==> config.mk <==
export PLATFORM = sky130hd
export DESIGN_NAME = multi_channel_clock_divider
export DESIGN_NICKNAME = d
export VERILOG_FILES = /design/src/rtl/clk_div_pkg.sv /design/src/rtl/clk_div_channel.sv /design/src/rtl/multi_channel_clock_divider.sv
export SDC_FILE = /design/constraint.sdc
export NUM_CORES = 1
export LEC_CHECK = 0
export ABC_AREA = 1
export BUFFER_PORTS_ARGS = -buffer_cell sky130_fd_sc_hd__buf_4
export CAP_MARGIN = 20
export CORE_ASPECT_RATIO = 0.75
export CORE_MARGIN = 4
export CORE_UTILIZATION = 45
export DETAILED_ROUTE_END_ITERATION = 6
export MAX_ROUTING_LAYER = met4
export PLACE_DENSITY_LB_ADDON = 0.1
export REMOVE_ABC_BUFFERS = 1
export SYNTH_ARGS = -nofsm -noshare
export SYNTH_HDL_FRONTEND = slang
export SYNTH_SLANG_ARGS = --single-unit
export TNS_END_PERCENT = 1
==> constraint.sdc <==
create_clock -name clock_in -period 5.2 [get_ports clock_in]
set_clock_uncertainty 0.1 [all_clocks]
set_input_delay 1.04 -clock clock_in [delete_from_list [all_inputs] [get_ports clock_in]]
set_output_delay 1.04 -clock clock_in [all_outputs]
set_load 0.01 [all_outputs]
==> src/rtl/clk_div_pkg.sv <==
`default_nettype none
// ============================================================================
// Module      : clk_div_pkg
// Description : Shared constants, types and helpers for the multi-channel
//               clock divider.
// Revision    : 1.0 - initial release
// ============================================================================
package clk_div_pkg;

    // Smallest divisor that still produces a toggling clock.
    localparam int DIV_MIN  = 2;

    // Width of the load port channel index (covers up to 16 channels).
    localparam int CH_IDX_W = 4;

    typedef logic [CH_IDX_W-1:0] ch_idx_t;

    // Divisor legality check. The argument is widened to 64 bits so the
    // helper works for any counter width chosen at the top level.
    function automatic logic div_legal(input logic [63:0] i_div);
        return (i_div >= 64'(DIV_MIN));
    endfunction

endpackage : clk_div_pkg
`default_nettype wire

==> src/rtl/clk_div_channel.sv <==
`default_nettype none
// ============================================================================
// Module      : clk_div_channel
// Description : One divider channel: free-running counter, active and
//               pending divisor, registered divided clock and tick strobe.
//               A pending divisor takes effect only at a period boundary
//               (wrap), on restart, or while the channel is disabled, so the
//               output never glitches.
// Ports       : clk, rst         - clock / synchronous active-high reset
//               i_enable         - run enable; low holds counter at 0
//               i_restart        - phase-align pulse (counter to 0)
//               i_load_we        - write i_load_div into the pending slot
//               i_load_div       - divisor value for the pending slot
//               o_pend_valid     - pending slot occupied
//               o_clk_out        - divided clock (registered)
//               o_tick           - one-cycle strobe at last count of period
// Revision    : 1.0 - initial release
// ============================================================================
module clk_div_channel #(
    parameter int WIDTH           = 28,
    parameter int DEFAULT_DIVISOR = 5
) (
    input  logic             clk,
    input  logic             rst,
    input  logic             i_enable,
    input  logic             i_restart,
    input  logic             i_load_we,
    input  logic [WIDTH-1:0] i_load_div,
    output logic             o_pend_valid,
    output logic             o_clk_out,
    output logic             o_tick
);

    localparam logic [WIDTH-1:0] C_DEFAULT_DIV = WIDTH'(DEFAULT_DIVISOR);

    logic [WIDTH-1:0] r_count;
    logic [WIDTH-1:0] r_div;
    logic [WIDTH-1:0] r_pend_div;
    logic             r_pend_valid;
    logic             r_clk_out;
    logic             r_tick;

    logic [WIDTH-1:0] w_last;
    logic [WIDTH-1:0] w_half;
    logic             w_wrap;

    // Active divisor is always >= 2, so div-1 cannot underflow.
    assign w_last = r_div - WIDTH'(1);
    assign w_half = r_div >> 1;
    assign w_wrap = (r_count >= w_last);

    always_ff @(posedge clk) begin
        if (rst) begin
            r_count      <= '0;
            r_div        <= C_DEFAULT_DIV;
            r_pend_div   <= C_DEFAULT_DIV;
            r_pend_valid <= 1'b0;
            r_clk_out    <= 1'b0;
            r_tick       <= 1'b0;
        end else begin
            if (!i_enable || i_restart) begin
                // Idle or being phase-aligned: park at count 0 with outputs
                // low, so the first counting edge afterwards drives the
                // clock high on every channel at the same time.
                r_count   <= '0;
                r_clk_out <= 1'b0;
                r_tick    <= 1'b0;
                if (r_pend_valid) begin
                    r_div        <= r_pend_div;
                    r_pend_valid <= 1'b0;
                end
            end else begin
                r_count   <= w_wrap ? '0 : r_count + WIDTH'(1);
                // Outputs reflect the count of this cycle, using the divisor
                // of the period that is finishing.
                r_clk_out <= (r_count < w_half);
                r_tick    <= w_wrap;
                if (w_wrap && r_pend_valid) begin
                    r_div        <= r_pend_div;
                    r_pend_valid <= 1'b0;
                end
            end

            // A write only happens when the slot is empty, so it never
            // collides with an apply; placing it last keeps that explicit.
            if (i_load_we) begin
                r_pend_div   <= i_load_div;
                r_pend_valid <= 1'b1;
            end
        end
    end

    assign o_pend_valid = r_pend_valid;
    assign o_clk_out    = r_clk_out;
    assign o_tick       = r_tick;

endmodule : clk_div_channel
`default_nettype wire

==> src/rtl/multi_channel_clock_divider.sv <==
`default_nettype none
// ============================================================================
// Module      : multi_channel_clock_divider
// Description : CHANNELS independent clock dividers with tick strobes and a
//               shared valid/ready divisor load port.
// Ports       : clock_in      - sole clock (rising edge)
//               reset         - synchronous active-high reset
//               enable        - per-channel run enable
//               sync_restart  - pulse aligning all channel phases
//               load_valid    - divisor load request
//               load_channel  - target channel index
//               load_divisor  - new divisor value
//               load_ready    - target channel's pending slot is free
//               load_error    - one-cycle pulse: load rejected
//               clock_out     - divided clocks
//               tick_out      - end-of-period strobes
// Revision    : 1.0 - initial release
// ============================================================================
module multi_channel_clock_divider
    import clk_div_pkg::*;
#(
    parameter int CHANNELS        = 2,
    parameter int WIDTH           = 28,
    parameter int DEFAULT_DIVISOR = 5
) (
    input  logic                clock_in,
    input  logic                reset,
    input  logic [CHANNELS-1:0] enable,
    input  logic                sync_restart,
    input  logic                load_valid,
    input  logic [CH_IDX_W-1:0] load_channel,
    input  logic [WIDTH-1:0]    load_divisor,
    output logic                load_ready,
    output logic                load_error,
    output logic [CHANNELS-1:0] clock_out,
    output logic [CHANNELS-1:0] tick_out
);

    localparam int C_IDX_SPAN = 1 << CH_IDX_W;

    logic [CHANNELS-1:0]   w_pend_valid;
    logic [C_IDX_SPAN-1:0] w_pend_pad;
    logic                  w_in_range;
    logic                  w_xfer;
    logic                  w_bad;
    logic                  w_accept;
    logic                  r_load_error;

    // Pad the pending flags to the full index span so any 4-bit index is a
    // legal select; out-of-range indices read as "free".
    assign w_pend_pad = C_IDX_SPAN'(w_pend_valid);
    assign w_in_range = (32'(load_channel) < 32'(CHANNELS));

    assign load_ready = w_in_range ? !w_pend_pad[load_channel] : 1'b1;
    assign w_xfer     = load_valid && load_ready;
    assign w_bad      = !w_in_range || !div_legal(64'(load_divisor));
    assign w_accept   = w_xfer && !w_bad;

    // Rejected transfers are consumed silently apart from this strobe.
    always_ff @(posedge clock_in) begin
        if (reset) begin
            r_load_error <= 1'b0;
        end else begin
            r_load_error <= w_xfer && w_bad;
        end
    end

    assign load_error = r_load_error;

    for (genvar i = 0; i < CHANNELS; i++) begin : g_channel
        logic w_we;
        assign w_we = w_accept && (load_channel == CH_IDX_W'(i));

        clk_div_channel #(
            .WIDTH           (WIDTH),
            .DEFAULT_DIVISOR (DEFAULT_DIVISOR)
        ) u_channel (
            .clk          (clock_in),
            .rst          (reset),
            .i_enable     (enable[i]),
            .i_restart    (sync_restart),
            .i_load_we    (w_we),
            .i_load_div   (load_divisor),
            .o_pend_valid (w_pend_valid[i]),
            .o_clk_out    (clock_out[i]),
            .o_tick       (tick_out[i])
        );
    end

endmodule : multi_channel_clock_divider
`default_nettype wire
==> flow_summary.toml <==
[status]
status = "finished clean"

[cts]
cts_setup_buffers = 0
path_clk_slew_ns = 0.07
cts-root-buf = "clkbuf_16"
cts_tree = "yes"
cts.sinks = 175
ctsHoldBuffers = 0
clock_latency_ns = 0.43
clock_path_buffers = 2
ctsResizeCount = 0
cts_made_buffers = 17
cts-htree-levels = 4

[synthesis]
synthFlopType = "dfxtp_1"
synth.area.top_cells = "dfxtp_1, nand2_1, ha_1"
synth_top_family_by_area = "simple AND/OR/NAND/NOR gates"
synth_compound_gate_area_share_pct = 7.021
synthArstFlopShare_pct = 0
syn_area_um2 = 11420
synthDistinctLibCells = 45
syn_inst = 1706
yosys.area.top_type = "dfxtp_1"
synth.top_cell.area_share_pct = 30.67
synth_fa_ha_area_share_pct = 12.27
synth_edf_count = 0
synth_xor_area_share_pct = 6.057
synthSimpleGateAreaFrac_pct = 34.10
ys_seq_area_share_pct = 30.67
synth_seq_cells = 175
synth_mux_area_share_pct = 0
yosys_warnings = 0
syn_area_per_cell_um2 = 6.696

[global_route]
first_global_vias = 9170
track_usage_pct = 20.63
grt_antenna_before_repair = 0
overflow = 0
grt_pass1_wl_mm = 46.15
grt_max_degree = 58

[power_and_ir_drop]
seqPwrFrac_pct = 49.3
swShare_pct = 24.92
power_density_nw_per_um2 = 222.8
clkPwrFrac_pct = 43.4
irDropWorstVdd_mv = 0.2297
p_leak_nw = 5.741
p_int_w = 0.002085
p_switching_w = 0.0006921
pwr-share-comb_pct = 7.3

[detailed_routing]
drc = 0
totalWireLength_mm = 27.87
final_antenna_net_count = 0
via_per_inst = 4.932
wire_per_inst_um = 13.46
route.met2.wl_mm = 10.42
dr_wl_met3_mm = 1.354
wl_met1_mm = 15.88
vias = 10210
dr.first_iter.drc_count = 780
first_pass_iters = 5
top_layer_used = "met4"

[critical_path]
reg2reg_slack_ns = 1.06
cpMostUsedCell = "nand2_1"
ff2ff_path_depth = 22
worstSetupEndpointType = "flip-flop"
crit_chain = "inv_1, ha_1, nand3_1, nor2_1, nand2_1, nor2_1, nand3_1, nor2_1, nand2_1, xor2_1, inv_1, ha_1, nand2_1, inv_1, nand2_1, nand2_1, nand2_1, nand2_1, a21oi_1, and2_1, nand3_2, a21oi_1"
worstPathMaxFanout = 28
reg2reg_to = "g_channel[1].u_channel.r_count[25]"
cp_slowest_stage_delay_ns = 0.50
r2r_start = "g_channel[1].u_channel.r_div[0]"
crit_path_top_delay_cell = "nand3_2"
start_kind = "flip-flop"
crit_arrival_ns = 4.37
worstPathRequired_ns = 5.44
path_class = "flip-flop to flip-flop"

[timing]
rsz0062_at_grt = "false"
worst_pin_slew_ns = 1.055
hold_viol = 0
setup_viol = 0
slew_violations = 0
post-route-min-period_ns = 4.136
relSlewSlack_pct = 29.65
post-route-period-util_pct = 79.54
fin_tns_setup_ns = 0
fmax_mhz = 241.8

[floorplanning]
die_area_um2 = 28020
core-area_um2 = 24960
die_h_um = 146.0
ioPinCount = 44
dieWidth_um = 192.0
rows = 50
start_util_pct = 45.76

[flow_run]
max_cap_violations = 0

[cells_and_area]
ff_latch_area_um2 = 3506
drive_above_1_share_pct = 6.640
final_util_pct = 49.94
antenna_cells = 0
multi_input_area_um2 = 6800
fill_cells = 2561
syn_to_final_growth_pct = 9.124
num-nets-final = 1870

[min_path]
whs_path_depth = 2
min_delay_worst_endpoint = "g_channel[0].u_channel.r_pend_div[0]"
hold_start = "g_channel[0].u_channel.r_pend_div[0]"
hp-class = "flip-flop to flip-flop"

[placement]
hpwl_mm = 21.31
port-buffer-count = 43
gp_congestion = 0.9302
## layer usage
layer | vias to the layer above | GRT usage (%)
met3 | 18 | 4.293
met4 | 0 | 3.314
li1 | 5449 | -
met1 | 4582 | 33.04
met5 | - | -
met2 | 161 | 26.43
## layout make-up
cell class | count | area share, %
Clock buffer | 21 | 3.533
Clock inverter | 10 | 0.7427
Inverter | 217 | 6.564
Multi-Input combinational cell | 1259 | 54.55
Sequential cell | 175 | 28.12
Tap cell | 338 | 3.393
Timing Repair Buffer | 50 | 3.091
## flip-flops by register name, summed over array words and instances (netlist names)
signal / count
g_channel.u_channel.o_clk_out: 2
g_channel.u_channel.r_count: 56
g_channel.u_channel.r_pend_div: 56
load_error: 1
g_channel.u_channel.o_tick: 2
g_channel.u_channel.r_div: 56
g_channel.u_channel.o_pend_valid: 2
## cell usage in the layout (no fill, tap or decap), types with 2 or more instances in the layout
cell / netlist / layout
xor2_1: 60 / 60
clkinv_4: 0 / 2
dfxtp_2: 0 / 2
o21a_1: 3 / 3
o21ai_1: 3 / 3
o211ai_1: 4 / 4
and2_1: 7 / 7
or2_2: 2 / 2
a21oi_1: 114 / 114
o21ai_0: 11 / 11
xnor2_1: 19 / 19
inv_2: 10 / 9
nor2_2: 4 / 4
and3_1: 2 / 2
dfxtp_1: 175 / 173
a211oi_1: 2 / 2
nand3_4: 2 / 2
o31ai_1: 2 / 2
ha_1: 112 / 112
a21boi_0: 2 / 2
nor3_2: 5 / 5
nand3_2: 4 / 6
clkinv_2: 0 / 4
or2_1: 4 / 4
buf_4: 9 / 48
inv_1: 206 / 206
nand2_2: 2 / 2
nor2_1: 323 / 323
nor3_1: 28 / 28
a21o_1: 5 / 5
clkinvlp_4: 0 / 4
nand3_1: 108 / 106
or2_0: 2 / 2
clkbuf_16: 0 / 17
nand2_1: 382 / 382
nor4_1: 10 / 10
clkbuf_1: 10 / 4
nand4_1: 29 / 29
## power groups by stage
stage                     Combinational, W  Clock [W]  Sequential [W]
after CTS                         0.000200    0.00124         0.00137
after detailed placement          0.000199          0         0.00140
after global placement            0.000198          0         0.00140
after global routing              0.000231    0.00130         0.00137
after floorplan                   0.000123          0         0.00140
final                             0.000202    0.00121         0.00137
## cell families (layout without fill, tap and decap cells)
kind of cell             count (synthesis)  count (layout)
AO/OA/AOI/OAI                          149             149
XOR/XNOR                                79              79
adder cells (fa/ha/maj)                112             112
buffers and inverters                  272             298
flip-flops                             175             175
AND/OR/NAND/NOR                        919             919
## worst max-delay path, delay by kind of cell (launching register included)
| kind | cells | cell delay, ns |
|---|---|---|
| flops | 1 | 0.31 |
| fa+ha+maj | 2 | 0.62 |
| simple gates | 14 | 2.19 |
| xor+xnor | 1 | 0.15 |
| compound gates | 2 | 0.50 |
| buf+inv | 3 | 0.19 |
## Yosys cell counts, types with 6 or more instances
cell      count
inv_1       206
nor3_1       28
xnor2_1      19
buf_4         9
xor2_1       60
clkbuf_1     10
nor4_1       10
ha_1        112
nand4_1      29
and2_1        7
a21oi_1     114
nor2_1      323
buf_6         6
buf_2        22
inv_2        10
nand2_1     382
o21ai_0      11
dfxtp_1     175
nand3_1     108
buf_1         8
## stage by stage
step	power, W	hold WS (ns)	worst slack (ns)	cells	area [um^2]
3_3_place_gp	0.001598	0.3463	0.8519	2037	11910
5_1_grt	0.002903	0.3890	0.5954	2070	12470
4_1_cts	0.002808	0.3645	0.7568	2068	12440
6_report	0.002777	0.3583	1.064	2070	12470
2_1_floorplan	0.001521	0.3289	1.374	1651	11110
3_5_place_dp	0.001599	0.3493	0.7883	2037	11910
## worst max path at each step
stage | start | end | slack (ns) | depth (start not counted)
after floorplan | g_channel[1].u_channel.r_div[0] | g_channel[1].u_channel.r_div[10] | 1.37 | 22
after global placement | g_channel[1].u_channel.r_div[0] | g_channel[1].u_channel.r_div[1] | 0.85 | 22
after detailed placement | g_channel[1].u_channel.r_div[0] | g_channel[1].u_channel.r_div[7] | 0.79 | 22
after CTS | g_channel[1].u_channel.r_div[0] | g_channel[1].u_channel.r_div[10] | 0.76 | 22
after global routing | g_channel[1].u_channel.r_div[0] | g_channel[1].u_channel.r_count[25] | 0.60 | 22
final | g_channel[1].u_channel.r_div[0] | g_channel[1].u_channel.r_count[25] | 1.06 | 22
(Power assumes the default switching activity.)
